==> src/rtl/display_pkg.sv <==
// Shared constants for the multiplexed 7-segment scan controller:
// refresh default, blank pattern and the hex-to-cathode table.
package display_pkg;

  localparam int REFRESH_DIV_DEFAULT = 100000;

  typedef logic [1:0] digit_idx_t;

  localparam logic [6:0] SEG_BLANK = 7'b1111111;

  // Active-low cathodes {g,f,e,d,c,b,a}; entry n decodes hex digit n.
  localparam logic [15:0][6:0] HEX_SEG_TABLE = {
    7'b0001110,  // F
    7'b0000110,  // E
    7'b0100001,  // d
    7'b1000110,  // C
    7'b0000011,  // b
    7'b0001000,  // A
    7'b0010000,  // 9
    7'b0000000,  // 8
    7'b1111000,  // 7
    7'b0000010,  // 6
    7'b0010010,  // 5
    7'b0011001,  // 4
    7'b0110000,  // 3
    7'b0100100,  // 2
    7'b1111001,  // 1
    7'b1000000   // 0
  };

endpackage

==> src/rtl/hex_to_7seg.sv <==
// Combinational hex nibble to active-low 7-segment cathode decoder.
module hex_to_7seg
  import display_pkg::*;
(
  input  logic [3:0] hex_i,
  output logic [6:0] seg_o
);

  assign seg_o = HEX_SEG_TABLE[hex_i];

endmodule

==> src/rtl/display_scan_ctrl.sv <==
// Four-digit multiplexed 7-segment scanner with a one-deep load buffer
// that only commits on frame boundaries, plus leading-zero blanking.
module display_scan_ctrl
  import display_pkg::*;
#(
  parameter int REFRESH_DIV = REFRESH_DIV_DEFAULT
) (
  input  logic        clk,
  input  logic        rst_n,
  input  logic        load_valid,
  input  logic [15:0] load_data,
  output logic        load_ready,
  input  logic        blank_lz,
  input  logic [3:0]  dp_in,
  output logic [1:0]  anode_driver,
  output logic [6:0]  seg_out,
  output logic        dp_out
);

  localparam int PW = (REFRESH_DIV > 2) ? $clog2(REFRESH_DIV) : 1;
  localparam logic [PW-1:0] PRESCALE_LAST = PW'(REFRESH_DIV - 1);

  logic [PW-1:0] prescaler_q, prescaler_d;
  digit_idx_t    anode_q, anode_d;
  logic          pending_q, pending_d;
  logic [15:0]   pending_data_q, pending_data_d;
  logic [15:0]   display_q, display_d;
  logic [6:0]    seg_q, seg_d;
  logic          dp_q, dp_d;

  logic          tick;
  logic          frame_end;
  logic          xfer;
  logic [3:0]    lz_blank;
  logic [3:0]    digit_nibble;
  logic [6:0]    digit_seg;

  always_comb begin
    tick           = (prescaler_q == PRESCALE_LAST);
    frame_end      = tick && (anode_q == 2'd3);
    xfer           = load_valid && !pending_q;
    prescaler_d    = tick ? '0 : prescaler_q + 1'b1;
    anode_d        = tick ? anode_q + 2'd1 : anode_q;
    pending_d      = pending_q;
    pending_data_d = pending_data_q;
    display_d      = display_q;
    // Commit and accept are mutually exclusive: accept needs pending low.
    if (frame_end && pending_q) begin
      display_d = pending_data_q;
      pending_d = 1'b0;
    end else if (xfer) begin
      pending_d      = 1'b1;
      pending_data_d = load_data;
    end
  end

  // Digit i blanks when it and every more-significant nibble are zero.
  assign lz_blank[0] = 1'b0;
  generate
    for (genvar gi = 1; gi < 4; gi++) begin : g_lz
      assign lz_blank[gi] = blank_lz && (display_d[15:4*gi] == '0);
    end
  endgenerate

  // Decode from next-state values so cathodes land with their anode.
  assign digit_nibble = display_d[{anode_d, 2'b00} +: 4];

  hex_to_7seg u_hex (
    .hex_i (digit_nibble),
    .seg_o (digit_seg)
  );

  always_comb begin
    seg_d = digit_seg;
    dp_d  = ~dp_in[anode_d];
    if (lz_blank[anode_d]) begin
      seg_d = SEG_BLANK;
      dp_d  = 1'b1;
    end
  end

  always_ff @(posedge clk or negedge rst_n) begin
    if (!rst_n) begin
      prescaler_q    <= '0;
      anode_q        <= '0;
      pending_q      <= 1'b0;
      pending_data_q <= '0;
      display_q      <= '0;
      seg_q          <= HEX_SEG_TABLE[0];
      dp_q           <= 1'b1;
    end else begin
      prescaler_q    <= prescaler_d;
      anode_q        <= anode_d;
      pending_q      <= pending_d;
      pending_data_q <= pending_data_d;
      display_q      <= display_d;
      seg_q          <= seg_d;
      dp_q           <= dp_d;
    end
  end

  assign load_ready   = ~pending_q;
  assign anode_driver = anode_q;
  assign seg_out      = seg_q;
  assign dp_out       = dp_q;

endmodule

==> config.mk <==
export PLATFORM = sky130hd
export DESIGN_NAME = display_scan_ctrl
export DESIGN_NICKNAME = d
export VERILOG_FILES = /design/src/rtl/display_pkg.sv /design/src/rtl/hex_to_7seg.sv /design/src/rtl/display_scan_ctrl.sv
export SDC_FILE = /design/constraint.sdc
export NUM_CORES = 1
export LEC_CHECK = 0
export CAP_MARGIN = 40
export CORE_UTILIZATION = 38
export DETAILED_ROUTE_END_ITERATION = 10
export PLACE_DENSITY = 0.7
export SLEW_MARGIN = 20
export SYNTH_ARGS = -nofsm -noshare
export SYNTH_HDL_FRONTEND = slang
export SYNTH_HIERARCHICAL = 1
export SYNTH_SLANG_ARGS = --single-unit
export TNS_END_PERCENT = 10
==> constraint.sdc <==
create_clock -name clk -period 4.1 [get_ports clk]
set_input_delay 0.82 -clock clk [delete_from_list [all_inputs] [get_ports clk]]
set_output_delay 0.82 -clock clk [all_outputs]
set_load 0.02 [all_outputs]
==> results.toml, run 1 <==
[synth]
avgSynthCellArea_um2 = 11.6
post_synth_most_frequent_cells = "dfrtp_1 (58), a2111oi_0 (16), a21o_1 (16), mux2_2 (16), nor2_1 (15)"
yosysSeqAreaShare_pct = 47.2
synth_seq_cells = 60
synth.yosys.warnings = 6
synthesized_netlist_cell_count = 276
share_of_the_synthesized_area_in_the_top_cell_type_pct = 45.5
yosys-top-cells-area = "dfrtp_1 (46%), mux2_2 (5.6%), a2111oi_0 (4.4%)"
synth.largest_area_cell = "dfrtp_1"
synth-main-ff-cell = "dfrtp_1"
count_of_flip_flops_with_a_built_in_enable_after_synthesis = 0
syn-num-nets = 309
ys_async_sr_fraction_pct = 100
cell_with_the_most_instances_after_synthesis = "dfrtp_1"
post_synthesis_cell_area_um2 = 3190
post_synth_cell_types = 53

[sta]
finalSetupViolations = 0
final.period_utilization_pct = 91.4
timing.final.hold_violations = 0
shortest_period_the_worst_path_allows_ns = 3.75
max_clock_freq_mhz = 267
clock-skew-final_ns = 0.0120
slew_violations = 0
totalNegativeSetupSlack_ns = 0
tightest_slew_ns = 0.727
postLayoutSetupSlackWorst_ns = 0.353
grt_setup_unrepaired = "no"
slew_headroom_pct = 51.1

[floorplanning]
die_area_um2 = 8760
design.portCount = 35
die_h_um = 93.6
core_region_area_um2 = 8180
floorplan.die.width_um = 93.6
start_util_pct = 39.0
num_rows = 33

[finish]
filler_cell_count = 733
area_growth_syn_to_layout_pct = 19.8
drive_gt1_share_pct = 17.8
diodes = 0
num-nets-final = 350

[cts]
clock-root-buffer = "clkbuf_8"
ctsLongestPathBuffers = 2
cts.sink_count = 60
cts.reportedPaths.clkPinSlew_ns = 0.07
post-cts-setup-buffers = 0
hold_buffers = 0
clk-insertion-delay-late_ns = 0.34
numCtsBuffers = 9
htree_num_levels = 3
cts_tree = "yes"

[critical_path]
crit_required_ns = 4.31
crit_path_max_fanout = 17
arrival_ns = 3.96
end_kind = "flop"
setup.worst_path.class = "reg -> reg"
worstSetupStartpointType = "flop"

[route]
wirelength_um = 6530
ant_nets = 0
drc = 0
routed-via-count = 2320
first_pass_iters = 4
detail_route.wl_per_cell_um = 15.3
drt_first_iter_violations = 134
vias_per_cell = 5.45

[run]
max_capacitance_violation_count = 0

[power_and_ir_drop]
power.density_nw_per_um2 = 316
ir_worst_vdd_v = 0.000229
power.leakage_nw = 1.73

[global_routing]
grt_pass1_wl_um = 11200
number_of_global_route_vias_before_repair = 2338
number_of_antenna_violations_at_the_first_check_in_global_routing = 0
maximum_number_of_pins_on_one_net_before_global_route_repair = 33
total_grt_overflow = 0
grt_use_total_pct = 16.5

[placed_design]
io_buffers = 34
detailedPlacementHpwl_um = 4790
pre_cts_ws_ns = 0.329
globalplace.congestion = 0.897

[run_status]
run_status = "finished, final reports clean"

[min_path]
timing.hold.worst.class = "reg -> reg"
## worst paths after layout
check / cells past startpoint / slack [ns] / end / from
hold reg to reg: 1 / 0.49 / prescaler_q[0] / prescaler_q[0]
setup / recovery: 12 / 0.35 / seg_out[3] / prescaler_q[0]
max in group asynchronous: 2 / 2.72 / pending_data_q[8] / rst_n
min in group asynchronous: 1 / 0.54 / pending_data_q[14] / rst_n
setup reg to reg: 12 / 0.35 / seg_out[3] / prescaler_q[0]
hold / removal: 1 / 0.49 / prescaler_q[0] / prescaler_q[0]
## power by group
part	internal [mW]	total [mW]	switching (mW)
Clock	0.290	0.514	0.224
Combinational	0.0367	0.0605	0.0238
Sequential	0.612	0.633	0.0212
## layout by cell type, fill, tap and decap left out, types with 2 or more instances in the layout
cell / netlist / routed
dfrtp_1: 58 / 58
clkdlybuf4s50_1: 0 / 33
a21o_1: 16 / 16
mux2_2: 16 / 16
a2111oi_0: 16 / 15
nor2_1: 15 / 15
nand2_1: 13 / 13
a21boi_0: 11 / 11
inv_1: 10 / 10
clkbuf_8: 0 / 10
buf_4: 2 / 10
ha_1: 9 / 9
nor4_1: 9 / 8
o21bai_1: 8 / 8
xnor2_1: 8 / 8
mux2i_1: 8 / 8
nand3_1: 7 / 7
nand4_1: 6 / 6
a21oi_1: 6 / 6
xor2_1: 6 / 6
o21ai_0: 4 / 4
and4_1: 3 / 3
clkinv_2: 0 / 3
and2_1: 2 / 2
a31oi_1: 2 / 2
o21ai_2: 2 / 2
nor3_1: 2 / 2
dfstp_2: 2 / 2
a22o_1: 2 / 2
## flip-flops by register name (all words and copies together) (netlist names)
register        flops
anode_driver        2
display_q          16
dp_out              1
pending_data_q     16
pending_q           1
prescaler_q        17
seg_out             7
## per-stage QoR
step	total power, mW	cell area, um^2	hold WS, ns	utilization (%)	cells
after CTS	1.22	3820	0.486	46.7	426
after global routing	1.25	3820	0.518	46.7	426
after detailed placement	0.705	3630	0.477	44.4	411
final	1.21	3820	0.486	46.7	426
after global placement	0.703	3630	0.467	44.4	411
after floorplan	0.658	3190	0.451	-	276
## what timing repair did
item	in CTS	in global routing
resized for setup	0	1
endpoints found under the hold margin	0	0
endpoints found under the setup margin	0	1
## final cells by class
type	instances	area (um^2)	area share, %
repair buffers	44	410	10.7
inverters	12	47.5	1.24
clock buffers	10	138	3.60
flip-flops and latches	60	1500	39.4
multi-input cells	190	1540	40.2
well taps	105	131	3.44
clock inverters	5	52.6	1.38
## kinds of logic after synthesis
group,count (synthesis),synth area share [%]
muxes,27,10.4
and+or+nand+nor,67,12.3
xor gates and xnor gates,15,4.71
AOI/OAI and AO/OA,72,17.0
adders and majority gates,9,3.53
DFF,60,47.2
buffers and inverters,26,4.90
## worst max-delay path: stages, from the launching register on
cell	delay, ns
dfrtp_1	0.38
ha_1	0.22
and4_1	0.31
nand4_1	0.32
nor2_4	0.42
buf_4	0.25
a2111oi_0	0.11
nor4_1	0.43
inv_1	0.19
ha_1	0.32
inv_1	0.05
mux4_1	0.46
o21bai_1	0.16
## per-layer routing
layer,wire length [um],global-route usage [%],vias to the layer above
li1,-,-,1114
met1,3040,21.0,1126
met2,3100,27.0,64
met3,315,5.12,16
met4,68,4.49,0
met5,0,0,-
Note: power is estimated with default switching activity, not from simulation.
==> run 2, diff against run 1 <==
CORE_UTILIZATION = 50   (was 38)
GPL_TIMING_DRIVEN = 0   (was unset)
PLACE_DENSITY = 0.84   (was 0.7)
==> run 2 against run 1 <==
- hold slack got worse by 0.075 ns
- cell count fell by 4.9%
- critical path depth rose by 2
- fmax fell by 3.6%
==> results.toml, run 2 (synthesized netlist as in run 1, its figures left out) <==
[sta]
fin_worst_hold_slack_ns = 0.411
finalSetupViolations = 0
tightest_slew_ns = 0.720
postLayoutSetupSlackWorst_ns = 0.212
clock-skew-final_ns = 0.00884
slew_violations = 0
shortest_period_the_worst_path_allows_ns = 3.89
max_clock_freq_mhz = 257
slew_headroom_pct = 50.7
final.period_utilization_pct = 94.8
timing.final.hold_violations = 0
grt_setup_unrepaired = "no"
totalNegativeSetupSlack_ns = 0

[cts]
cts.sink_count = 60
ctsLongestPathBuffers = 2
cts_tree = "yes"
clk-insertion-delay-late_ns = 0.34
numCtsBuffers = 9
htree_num_levels = 3
cts.reportedPaths.clkPinSlew_ns = 0.07
clock-root-buffer = "clkbuf_8"

[power_and_ir_drop]
internal_power_mw = 1.04
power_frac_seq_pct = 48.0
netSwitchingPower_mw = 0.275
power.density_nw_per_um2 = 337
power.leakage_nw = 1.79
portion_of_total_power_attributed_to_the_clock_network_pct = 47.1
comb_power_share_pct = 4.9
ir_worst_vdd_v = 0.000204
switching_share_pct = 20.9

[route]
drt_first_iter_violations = 189
routed-via-count = 2391
detail_route.wl_per_cell_um = 16.2
vias_per_cell = 5.90
drc = 0
wirelength_um = 6560
first_pass_iters = 4
ant_nets = 0

[critical_path]
end_kind = "flop"
crit_path_max_fanout = 9
arrival_ns = 4.15
setup.worst_path.class = "reg -> reg"
crit_required_ns = 4.36
worstSetupStartpointType = "flop"

[placed_design]
pre_cts_ws_ns = 0.0759
post_dp_cell_area_um2 = 3650
globalplace.congestion = 0.924
io_buffers = 34
detailedPlacementHpwl_um = 4690

[finish]
final_common_cell = "dfrtp_1"
drive_gt1_share_pct = 18.8
filler_cell_count = 461
diodes = 0
top_register = "prescaler_q"
layout_common_cells = "dfrtp_1 (58), clkdlybuf4s50_1 (33), a21o_1 (16), a2111oi_0 (16), mux2_2 (16)"
largest_register_ff_count = 17
design_area_um2 = 3910
num-nets-final = 358
layout_top_registers = "prescaler_q x17, display_q x16, pending_data_q x16"
area_growth_syn_to_layout_pct = 22.4

[global_routing]
total_grt_overflow = 0
grt_use_total_pct = 21.9
number_of_global_route_vias_before_repair = 2267
maximum_number_of_pins_on_one_net_before_global_route_repair = 32
number_of_antenna_violations_at_the_first_check_in_global_routing = 0
grt_pass1_wl_um = 10900

[floorplanning]
design.portCount = 35
floorplan.die.width_um = 81.9
core_region_area_um2 = 6030
die_h_um = 81.9
start_util_pct = 52.9
num_rows = 28
die_area_um2 = 6700

[min_path]
timing.hold.worst.class = "in -> async"

[run_status]
run_status = "finished, final reports clean"

[run]
max_capacitance_violation_count = 0
## run 2: changes by cell type in the layout (fill, tap and decap cells not counted), sizes merged
cell / change
buf: +4
bufinv: +1
clkbuf: +5
clkdlybuf4s15: +1
clkinv: -1
clkinvlp: -1
## run 2: metal layers
layer	vias up	wire length [um]	track usage (%)
met2	71	3150	34.0
met5	-	0	0
met4	0	93	8.25
met1	1185	2960	28.8
met3	10	360	6.56
li1	1125	-	-
## run 2: critical path: stages, from the launching register on
cell and delay [ns]:
dfrtp_1 0.39, ha_1 0.22, and4_1 0.31, and4_4 0.30, mux2i_4 0.36, inv_2 0.14, a2111oi_0 0.60, nor4_2 0.14
clkbuf_1 0.17, inv_1 0.16, ha_1 0.21, and2b_2 0.24, or3b_1 0.38, o21ai_0 0.08, o21bai_1 0.12
## run 2: layout make-up
type	instances	area, um^2	share of cell area (%)
multi-input cells	190	1540	39.3
repair buffers	38	380	9.74
inverters	12	47.5	1.22
clock inverters	4	70.1	1.79
plain buffers	14	109	2.79
flip-flops and latches	60	1500	38.5
clock buffers	12	165	4.23
well taps	75	93.8	2.40
## run 2: final timing paths
check                                from            endpoint  slack, ns  cells after the start
min                                 rst_n  pending_data_q[10]       0.41                      1
max reg2reg                prescaler_q[0]          seg_out[0]       0.21                     14
max in group asynchronous           rst_n              dp_out       3.12                      2
min reg2reg                prescaler_q[0]      prescaler_q[0]       0.49                      1
min in group clk           prescaler_q[0]      prescaler_q[0]       0.49                      1
max                        prescaler_q[0]          seg_out[0]       0.21                     14
## run 2: repair_timing
| item | CTS | global route |
|---|---|---|
| hold buffers | 0 | 0 |
| gates resized for setup | 0 | 1 |
| hold endpoints to repair | 0 | 0 |
| setup endpoints to repair | 0 | 1 |
| buffers inserted | 0 | 1 |
## run 2: power groups by stage
stage / registers (mW) / clock network, mW / logic (mW)
global route: 0.634 / 0.657 / 0.0713
finish: 0.631 / 0.619 / 0.0644
detailed placement: 0.642 / 0 / 0.0649
CTS: 0.631 / 0.631 / 0.0657
global placement: 0.641 / 0 / 0.0604
floorplan: 0.635 / 0 / 0.0225
## run 2: through the flow
stage	cells	power [mW]	util, %
6_report	405	1.32	64.8
5_1_grt	405	1.36	64.8
4_1_cts	403	1.33	64.5
3_5_place_dp	387	0.706	60.6
3_3_place_gp	385	0.701	60.1
2_1_floorplan	276	0.658	-
